$ cat config.mk
export PLATFORM = sky130hd
export DESIGN_NAME = dht11_responder
export DESIGN_NICKNAME = d
export VERILOG_FILES = /design/src/rtl/dht11_pkg.sv /design/src/rtl/dht11_line_sync.sv /design/src/rtl/dht11_responder.sv
export SDC_FILE = /design/constraint.sdc
export NUM_CORES = 1
export LEC_CHECK = 0
export ABC_CLOCK_PERIOD_IN_PS = 3700
export CAP_MARGIN = 20
export CORE_ASPECT_RATIO = 1.5
export CORE_MARGIN = 3
export CORE_UTILIZATION = 45
export CTS_CLUSTER_SIZE = 16
export DETAILED_ROUTE_END_ITERATION = 8
export GPL_TIMING_DRIVEN = 0
export PLACE_DENSITY = 0.67
export SYNTH_ARGS = -nofsm -noshare
export SYNTH_HDL_FRONTEND = slang
export SYNTH_SLANG_ARGS = --single-unit
export TNS_END_PERCENT = 20
$ cat constraint.sdc
create_clock -name clk -period 3.7 [get_ports clk]
set_input_delay 1.11 -clock clk [delete_from_list [all_inputs] [get_ports clk]]
set_output_delay 1.11 -clock clk [all_outputs]
set_load 0.05 [all_outputs]
$ cat src/rtl/dht11_pkg.sv
// Shared types, default timings and helpers for the DHT11 responder.
package dht11_pkg;

   typedef enum logic [2:0] {
      IDLE,
      START_LOW,
      RESP_WAIT,
      RESP_LOW,
      RESP_HIGH,
      BIT_LOW,
      BIT_HIGH,
      END_LOW
   } state_t;

   localparam int DEF_CLK_FREQ_HZ  = 100_000_000;
   localparam int DEF_START_MIN_US = 18000;
   localparam int DEF_RESP_WAIT_US = 30;
   localparam int DEF_RESP_LOW_US  = 80;
   localparam int DEF_RESP_HIGH_US = 80;
   localparam int DEF_BIT_LOW_US   = 50;
   localparam int DEF_BIT0_HIGH_US = 28;
   localparam int DEF_BIT1_HIGH_US = 70;

   // Bit 39 of the packed frame is hum_int[7].
   typedef struct packed {
      logic [7:0] hum_int;
      logic [7:0] hum_frac;
      logic [7:0] temp_int;
      logic [7:0] temp_frac;
      logic [7:0] chk;
   } dht11_frame_t;

   function automatic int us_to_cycles(input int us, input int clk_hz);
      return us * (clk_hz / 1_000_000);
   endfunction

   function automatic int max_of(input int a, input int b);
      return (a > b) ? a : b;
   endfunction

endpackage

$ cat src/rtl/dht11_line_sync.sv
// Two-flop synchronizer for the shared data line with edge strobes.
module dht11_line_sync (
   input  logic clk,
   input  logic rst,
   input  logic data_i,
   output logic fall_o,
   output logic rise_o
);

   logic meta_q;
   logic sync_q;
   logic prev_q;

   // Flops reset high so an idle line never shows a false edge.
   always_ff @(posedge clk) begin
      if (rst) begin
         meta_q <= 1'b1;
         sync_q <= 1'b1;
         prev_q <= 1'b1;
      end else begin
         meta_q <= (data_i !== 1'b0);
         sync_q <= meta_q;
         prev_q <= sync_q;
      end
   end

   assign fall_o = prev_q & ~sync_q;
   assign rise_o = ~prev_q & sync_q;

endmodule

$ cat src/rtl/dht11_responder.sv
// DHT11 responder: answers a host start pulse with the response
// preamble and a 40-bit humidity/temperature frame.
module dht11_responder
   import dht11_pkg::*;
#(
   parameter int CLK_FREQ_HZ  = DEF_CLK_FREQ_HZ,
   parameter int START_MIN_US = DEF_START_MIN_US,
   parameter int RESP_WAIT_US = DEF_RESP_WAIT_US,
   parameter int RESP_LOW_US  = DEF_RESP_LOW_US,
   parameter int RESP_HIGH_US = DEF_RESP_HIGH_US,
   parameter int BIT_LOW_US   = DEF_BIT_LOW_US,
   parameter int BIT0_HIGH_US = DEF_BIT0_HIGH_US,
   parameter int BIT1_HIGH_US = DEF_BIT1_HIGH_US,
   parameter bit LSB_FIRST    = 1'b0
) (
   input  logic       clk,
   input  logic       rst,
   input  logic       enable_i,
   input  logic [7:0] hum_int_i,
   input  logic [7:0] hum_frac_i,
   input  logic [7:0] temp_int_i,
   input  logic [7:0] temp_frac_i,
   input  logic       corrupt_chk_i,
   input  logic       dht11_data_i,
   output logic       dht11_data_o,
   output logic       dht11_data_o_en,
   output logic       busy_o,
   output logic       start_seen_o,
   output logic       frame_done_o
);

   localparam int START_C = us_to_cycles(START_MIN_US, CLK_FREQ_HZ);
   localparam int RW_C    = us_to_cycles(RESP_WAIT_US, CLK_FREQ_HZ);
   localparam int RL_C    = us_to_cycles(RESP_LOW_US, CLK_FREQ_HZ);
   localparam int RH_C    = us_to_cycles(RESP_HIGH_US, CLK_FREQ_HZ);
   localparam int BL_C    = us_to_cycles(BIT_LOW_US, CLK_FREQ_HZ);
   localparam int B0_C    = us_to_cycles(BIT0_HIGH_US, CLK_FREQ_HZ);
   localparam int B1_C    = us_to_cycles(BIT1_HIGH_US, CLK_FREQ_HZ);
   localparam int MAX_C   = max_of(START_C, max_of(max_of(RW_C, RL_C),
                            max_of(max_of(RH_C, BL_C), B1_C)));
   localparam int CW      = $clog2(MAX_C) + 1;

   localparam logic [CW-1:0] CNT_MAX  = CW'(MAX_C);
   localparam logic [CW-1:0] START_CV = CW'(START_C);
   localparam logic [CW-1:0] RW_M1    = CW'(RW_C - 1);
   localparam logic [CW-1:0] RL_M1    = CW'(RL_C - 1);
   localparam logic [CW-1:0] RH_M1    = CW'(RH_C - 1);
   localparam logic [CW-1:0] BL_M1    = CW'(BL_C - 1);
   localparam logic [CW-1:0] B0_M1    = CW'(B0_C - 1);
   localparam logic [CW-1:0] B1_M1    = CW'(B1_C - 1);

   localparam logic [5:0] FIRST_BIT = LSB_FIRST ? 6'd0 : 6'd39;
   localparam logic [5:0] LAST_BIT  = LSB_FIRST ? 6'd39 : 6'd0;

   state_t       state_q, state_d;
   logic [CW-1:0] cnt_q, cnt_d, cnt_inc;
   logic [5:0]   bit_q, bit_d;
   dht11_frame_t frame_q, frame_d;
   logic [39:0]  frame_bits;
   logic [7:0]   sum;
   logic         cur_bit;
   logic         fall, rise;
   logic         o_d, en_d, busy_d, start_d, done_d;

   dht11_line_sync u_sync (
      .clk    (clk),
      .rst    (rst),
      .data_i (dht11_data_i),
      .fall_o (fall),
      .rise_o (rise)
   );

   assign frame_bits = frame_q;
   assign cur_bit    = frame_bits[bit_q];
   assign sum        = hum_int_i + hum_frac_i + temp_int_i + temp_frac_i;
   assign cnt_inc    = (cnt_q == CNT_MAX) ? cnt_q : cnt_q + 1'b1;

   always_comb begin
      state_d = state_q;
      cnt_d   = cnt_inc;
      bit_d   = bit_q;
      frame_d = frame_q;
      case (state_q)
         IDLE: begin
            cnt_d = '0;
            if (enable_i && fall) state_d = START_LOW;
         end
         START_LOW: begin
            if (rise) begin
               cnt_d = '0;
               if (cnt_q >= START_CV) begin
                  frame_d.hum_int   = hum_int_i;
                  frame_d.hum_frac  = hum_frac_i;
                  frame_d.temp_int  = temp_int_i;
                  frame_d.temp_frac = temp_frac_i;
                  frame_d.chk       = sum ^ {8{corrupt_chk_i}};
                  state_d = RESP_WAIT;
               end else begin
                  state_d = IDLE;
               end
            end
         end
         RESP_WAIT: if (cnt_q == RW_M1) begin
            cnt_d   = '0;
            state_d = RESP_LOW;
         end
         RESP_LOW: if (cnt_q == RL_M1) begin
            cnt_d   = '0;
            state_d = RESP_HIGH;
         end
         RESP_HIGH: if (cnt_q == RH_M1) begin
            cnt_d   = '0;
            bit_d   = FIRST_BIT;
            state_d = BIT_LOW;
         end
         BIT_LOW: if (cnt_q == BL_M1) begin
            cnt_d   = '0;
            state_d = BIT_HIGH;
         end
         BIT_HIGH: if (cnt_q == (cur_bit ? B1_M1 : B0_M1)) begin
            cnt_d = '0;
            if (bit_q == LAST_BIT) begin
               state_d = END_LOW;
            end else begin
               bit_d   = LSB_FIRST ? bit_q + 6'd1 : bit_q - 6'd1;
               state_d = BIT_LOW;
            end
         end
         END_LOW: if (cnt_q == BL_M1) begin
            cnt_d   = '0;
            state_d = IDLE;
         end
         default: state_d = IDLE;
      endcase
   end

   // Outputs are registered from the next state so they move only
   // on phase boundaries.
   always_comb begin
      en_d    = state_d inside {RESP_LOW, RESP_HIGH, BIT_LOW,
                                BIT_HIGH, END_LOW};
      o_d     = state_d inside {RESP_HIGH, BIT_HIGH};
      busy_d  = !(state_d inside {IDLE, START_LOW});
      start_d = (state_q == START_LOW) && (state_d == RESP_WAIT);
      done_d  = (state_q == END_LOW) && (state_d == IDLE);
   end

   always_ff @(posedge clk) begin
      if (rst) begin
         state_q         <= IDLE;
         cnt_q           <= '0;
         bit_q           <= '0;
         frame_q         <= '0;
         dht11_data_o    <= 1'b0;
         dht11_data_o_en <= 1'b0;
         busy_o          <= 1'b0;
         start_seen_o    <= 1'b0;
         frame_done_o    <= 1'b0;
      end else begin
         state_q         <= state_d;
         cnt_q           <= cnt_d;
         bit_q           <= bit_d;
         frame_q         <= frame_d;
         dht11_data_o    <= o_d;
         dht11_data_o_en <= en_d;
         busy_o          <= busy_d;
         start_seen_o    <= start_d;
         frame_done_o    <= done_d;
      end
   end

endmodule

==> results.toml, run 1 <==
[placed_design]
hpwlAfterDp_microns = 9583
io_buffers = 39
place_congestion = 0.9293

[clocking]
cts-htree-levels = 3
clk_pin_slew_worst_paths_ns = 0.06
clock-root-buffer = "clkbuf_16"
cts_tree = "yes"
cts.sinks = 79
clk_latency_ns = 0.34
hold_buffers = 0
cts_buffers = 9
clockBufferDepth = 2

[timing]
hold_ws_ns = 0.4172
max_slew.worst_pin.slew_ns = 0.8094
final_hold_viol_count = 0
finalCritPeriodShare_pct = 99.36
setup_viol = 0
skew_ns = 0.006095
max_freq_mhz = 272.0
fin_crit_ns = 3.676
slew_violations = 0
rsz0062_at_grt = "true"
relSlewSlack_pct = 45.98

[power_and_ir_drop]
powerDensity_nw_per_um2 = 417.2
ir_drop_mv = 0.2845
power.leakage_nw = 1.881

[yosys]
synth.area.top_cells = "dfxtp_1 35%, nand2_1 7.7%, xnor2_1 6.4%"
ys_ff_latch = 79
ys_warn_count = 0
seq_area_frac_synth_pct = 34.84
syn_inst = 527
synth_async_sr_flop_share_pct = 0
synth_area_leader_cell = "dfxtp_1"
yosysTopAreaCellShare_pct = 34.84
postSynthNetCount = 588
synth_edf_count = 0
synth-main-ff-cell = "dfxtp_1"
avgSynthCellArea_sq_um = 8.614
synth_cell_type_count = 54
syn_area_sq_um = 4539

[global_routing]
busiest_layer = "met2"
grt_pass1_wl_microns = 19640
grt_max_degree = 14
use_met2_pct = 42.14
first_global_vias = 4117
grtUsageMet1_pct = 22.92
gr-total-overflow = 0
grtUsageMet3_pct = 3.626
antenna_found_initial = 0
track_usage_pct = 22.52

[critical_path]
reg2reg_from = "bit_q[1]"
startpoint = "hum_int_i[0]"
worstPathArrival_ns = 3.94
critPathCaptureType = "register"
worstPathRequired_ns = 3.96
path_cells = "clkdlybuf4s50_1, fa_2, fa_1, ha_2, fa_2, a21o_1, a21oi_2, o21bai_1, a21oi_2, xnor2_1, nand2_1, a21oi_1"
crit_cells = 12
cp-start-kind = "primary input"
slowest_delay_ns = 0.47
path_buf_inv = 1
crit_type = "in2reg"
path_max_fanout = 2
critPathTopFamily = "adder cells"
crit_slowest_cell = "fa_1"
r2r_cells = 9

[floorplanning]
rows = 44
core_sq_um = 9744
fp.dieH_microns = 129.0
die_area_sq_um = 11350
ios = 42
die_w_microns = 88.01
start_util_pct = 46.58

[finish]
seqCellArea_sq_um = 1582
multi_input_area_sq_um = 2798
antenna_cells = 0
final_cell_mix = "93 x nand2_1, 79 x dfxtp_1, 42 x a21oi_1"
utilization_pct = 56.34
nNetsFinal = 640
drive_gt1_share_pct = 9.760
syn2layout_area_growth_pct = 20.95
final_common_cell = "nand2_1"
nFillCells = 874

[run_status]
status = "completed"

[detailed_routing]
antenna_left = 0
drt_first_iter_violations = 175
first_pass_iters = 5
drcViolationCount = 0
post_drt_wl_per_cell_microns = 17.29
routed_wl_microns = 12090
via_count = 4022
via_per_inst = 5.754

[min_path]
holdCritStartpoint = "u_sync.meta_q"
hold_path_depth = 1
hold_class = "reg2reg"

[run]
maxCapViolCount = 0
-- path summary, 6_finish.rpt --
path / endpoint / slack (ns)
max: frame_bits[7] / 0.02
max reg2reg: cnt_q[7] / 0.73
min reg2reg: u_sync.sync_q / 0.42
min: u_sync.sync_q / 0.42
-- state kept, by name, summed over array words and instances, names as in the netlist --
name	cells
busy_o	1
frame_done_o	1
cnt_q	22
u_sync.meta_q	1
dht11_data_o	1
u_sync.sync_q	1
bit_q	6
frame_bits	40
u_sync.prev_q	1
state_q	3
start_seen_o	1
dht11_data_o_en	1
-- what timing repair did --
item,in CTS,in global routing
endpoints found under the setup margin,3,2
setup buffers,2,0
pin swaps,10,3
resized for setup,9,8
-- routing by layer --
| layer | up-vias | wire length, microns |
|---|---|---|
| met5 | - | 0 |
| met4 | 0 | 580 |
| met3 | 45 | 426 |
| met2 | 119 | 6494 |
| met1 | 1915 | 4585 |
| li1 | 1943 | - |
-- report_power, final --
group	total [mW]	switching, mW	internal (mW)
Clock	1.09	0.347	0.747
Combinational	0.343	0.168	0.175
Sequential	0.853	0.000874	0.852
Total	2.29	0.516	1.77
-- kinds of logic (layout without fill, tap and decap cells) --
logic type,after synthesis,after routing,synth area share [%]
simple gates,230,230,25.36
compound gates,90,90,12.71
flops,79,79,34.84
buf+inv,44,101,4.107
xor+xnor,38,38,7.332
fa+ha+maj,24,24,8.931
mux,22,22,6.726
-- Yosys cell counts (6+ instances only) --
library cell	instances
fa_1	14
nand2b_1	9
nor2b_1	9
ha_1	10
nand4_1	6
xnor2_1	33
nor3_1	33
nand3_1	9
nand2_1	93
nor2_1	31
a21oi_1	45
o21ai_0	6
clkbuf_1	23
mux2i_1	8
a211oi_1	12
mux2_2	7
dfxtp_1	79
inv_1	11
mux4_2	6
-- layout make-up --
| cell class | instances | share of cell area, % |
|---|---|---|
| Buffer | 33 | 2.644 |
| Clock buffer | 11 | 4.421 |
| Clock inverter | 5 | 2.347 |
| Inverter | 11 | 0.7521 |
| Multi-Input combinational cell | 404 | 50.96 |
| Sequential cell | 79 | 28.81 |
| Tap cell | 115 | 2.621 |
| Timing Repair Buffer | 41 | 7.452 |
-- stage by stage --
stage	instance area, sq um	instances	total power [mW]	setup TNS, ns	worst slack (ns)
floorplan	4539	527	1.086	0	0.02961
global placement	5074	681	1.182	-1.788	-0.6506
detailed placement	5074	681	1.193	-2.076	-0.7352
CTS	5465	699	2.293	0	0.004884
global route	5490	699	2.369	-0.03843	-0.03843
finish	5490	699	2.290	0	0.02353
No activity file was read; power rests on OpenSTA's default activity.
==> inputs of run 2 (changes only) <==
Settings changed: CELL_PAD_IN_SITES_DETAIL_PLACEMENT set to 0, CELL_PAD_IN_SITES_GLOBAL_PLACEMENT set to 1, CORE_UTILIZATION 45 to 40, PLACE_DENSITY 0.67 to 0.85.
==> run 2 against run 1 <==
Effect of this change:
- clock skew fell by 0.00070 ns
- non-clock buffer count fell by 1
- clock power fell by 14%
- final cell count rose by 4.3%
- via count fell by 3.8%
- routed wire length fell by 3.4%
- cell area fell by 0.57%
- power fell by 7.7%
- setup slack improved by 0.021 ns
- critical endpoint unchanged
- largest cell class unchanged
==> results.toml, run 2 (synthesis gave the netlist of run 1 again) <==
[global_routing]
first_global_vias = 3984
antenna_found_initial = 0
gr-total-overflow = 0
grt_max_degree = 13
busiest_layer = "met2"
track_usage_pct = 19.51
use_met2_pct = 36.59
grtUsageMet3_pct = 4.430
grt_pass1_wl_microns = 19010
grtUsageMet1_pct = 19.83

[floorplanning]
fp.dieH_microns = 136.5
ios = 42
die_w_microns = 92.98
die_area_sq_um = 12690
rows = 47
core_sq_um = 11060
start_util_pct = 41.06

[clocking]
cts.sinks = 79
hold_buffers = 0
clockBufferDepth = 2
clk_pin_slew_worst_paths_ns = 0.06
cts_buffers = 9
cts_tree = "yes"
clk_latency_ns = 0.34
cts-htree-levels = 3
clock-root-buffer = "clkbuf_16"

[timing]
skew_ns = 0.005391
finalCritPeriodShare_pct = 98.81
final_hold_viol_count = 0
rsz0062_at_grt = "true"
max_slew.worst_pin.slew_ns = 0.7521
slew_violations = 0
fin_crit_ns = 3.656
setup_viol = 0
relSlewSlack_pct = 49.81
fin_ws_ns = 0.04417
max_freq_mhz = 273.5

[critical_path]
path_max_fanout = 2
reg2reg_slack_ns = 0.78
reg2reg_from = "bit_q[1]"
cp-start-kind = "primary input"
worstPathArrival_ns = 3.93
worstSetupEndpoint = "frame_bits[7]"
r2r-end = "cnt_q[10]"
startpoint = "hum_frac_i[1]"
r2r_cells = 9
worstPathRequired_ns = 3.98
critPathCaptureType = "register"
crit_type = "in2reg"

[finish]
nFillCells = 1122
seqCellArea_sq_um = 1582
antenna_cells = 0
multi_input_area_sq_um = 2789
final_cell_mix = "93 x nand2_1, 79 x dfxtp_1, 43 x a21oi_1"
largest_register_ffs = 40
syn2layout_area_growth_pct = 20.26
drive_gt1_share_pct = 9.107
final_common_cell = "nand2_1"
utilization_pct = 49.38
nNetsFinal = 639
final_area_sq_um = 5459

[run]
maxCapViolCount = 0

[power_and_ir_drop]
pwr-share-clk_pct = 44.3
p_int_mw = 1.626
power_frac_seq_pct = 40.4
total_power_mw = 2.115
switching_power_mw = 0.4888
power.leakage_nw = 1.857
p_comb_share_pct = 15.4
powerDensity_nw_per_um2 = 387.4
ir_drop_mv = 0.1924
swShare_pct = 23.12

[placed_design]
place_ws_ns = -0.7114
dpl-instance-area_sq_um = 5114
place_congestion = 0.8728
hpwlAfterDp_microns = 9387
io_buffers = 39

[detailed_routing]
drt_first_iter_violations = 167
antenna_left = 0
routed_wl_microns = 11680
post_drt_wl_per_cell_microns = 16.02
via_count = 3870
via_per_inst = 5.309
drcViolationCount = 0
first_pass_iters = 4

[run_status]
status = "completed"

[min_path]
hold_class = "reg2reg"
run 2: changes by cell type in the layout (fill, tap and decap cells not counted):
cell / change
buf_4: -1
bufinv_16: -2
a211oi_2: -1
a21oi_2: -1
clkinv_2: +2
a21oi_1: +1
clkinv_4: -1
a211oi_1: +1
dlymetal6s2s_1: +1
dlygate4sd2_1: -1
run 2: per-layer routing:
metal | share of wire [%] | vias to the layer above
met1 | 38 | 1810
met4 | 4.5 | 0
met5 | 0 | -
li1 | - | 1946
met2 | 54 | 82
met3 | 3.3 | 32
run 2: stage by stage:
step           cells  hold slack (ns)  setup TNS (ns)
2_1_floorplan    527           0.3895               0
3_3_place_gp     713           0.3941          -1.957
3_5_place_dp     713           0.3932          -2.168
4_1_cts          729           0.4066               0
5_1_grt          729           0.4341        -0.07082
6_report         729           0.4056               0
run 2: power groups by stage:
stage	Clock [mW]	Combinational (mW)	Sequential, mW
after floorplan	0	0.214	0.872
after global placement	0	0.310	0.872
after detailed placement	0	0.316	0.872
after CTS	0.955	0.328	0.853
after global routing	0.996	0.359	0.853
final	0.936	0.325	0.853
run 2: area by class of cell:
class	instances	area share, %
Buffer	33	2.659
Clock buffer	11	4.446
Clock inverter	4	1.284
Inverter	11	0.7564
Multi-Input combinational cell	404	51.09
Sequential cell	79	28.97
Tap cell	147	3.369
Timing Repair Buffer	40	7.426
run 2: timing repair:
item	4_1_cts	5_1_grt
resized for setup	8	7
buffers inserted	1	0
pin swaps	8	9
endpoints found under the setup margin	3	2
run 2: how the worst min path moves through the flow:
stage,start,to,slack [ns],cells after the start
final,u_sync.meta_q,u_sync.sync_q,0.41,1
after global routing,u_sync.meta_q,u_sync.sync_q,0.43,1
after CTS,u_sync.meta_q,u_sync.sync_q,0.41,1
after detailed placement,u_sync.meta_q,u_sync.sync_q,0.39,1
after global placement,u_sync.meta_q,u_sync.sync_q,0.39,1
after floorplan,u_sync.meta_q,u_sync.sync_q,0.39,1
run 2: critical path, cell delays in order:
cell	delay, ns
dlygate4sd2_1	0.27
fa_1	0.58
fa_1	0.45
ha_2	0.21
fa_2	0.40
a21o_1	0.17
a21oi_2	0.15
o21bai_1	0.08
a21oi_1	0.18
xnor2_1	0.13
nand2_1	0.08
a21oi_2	0.14
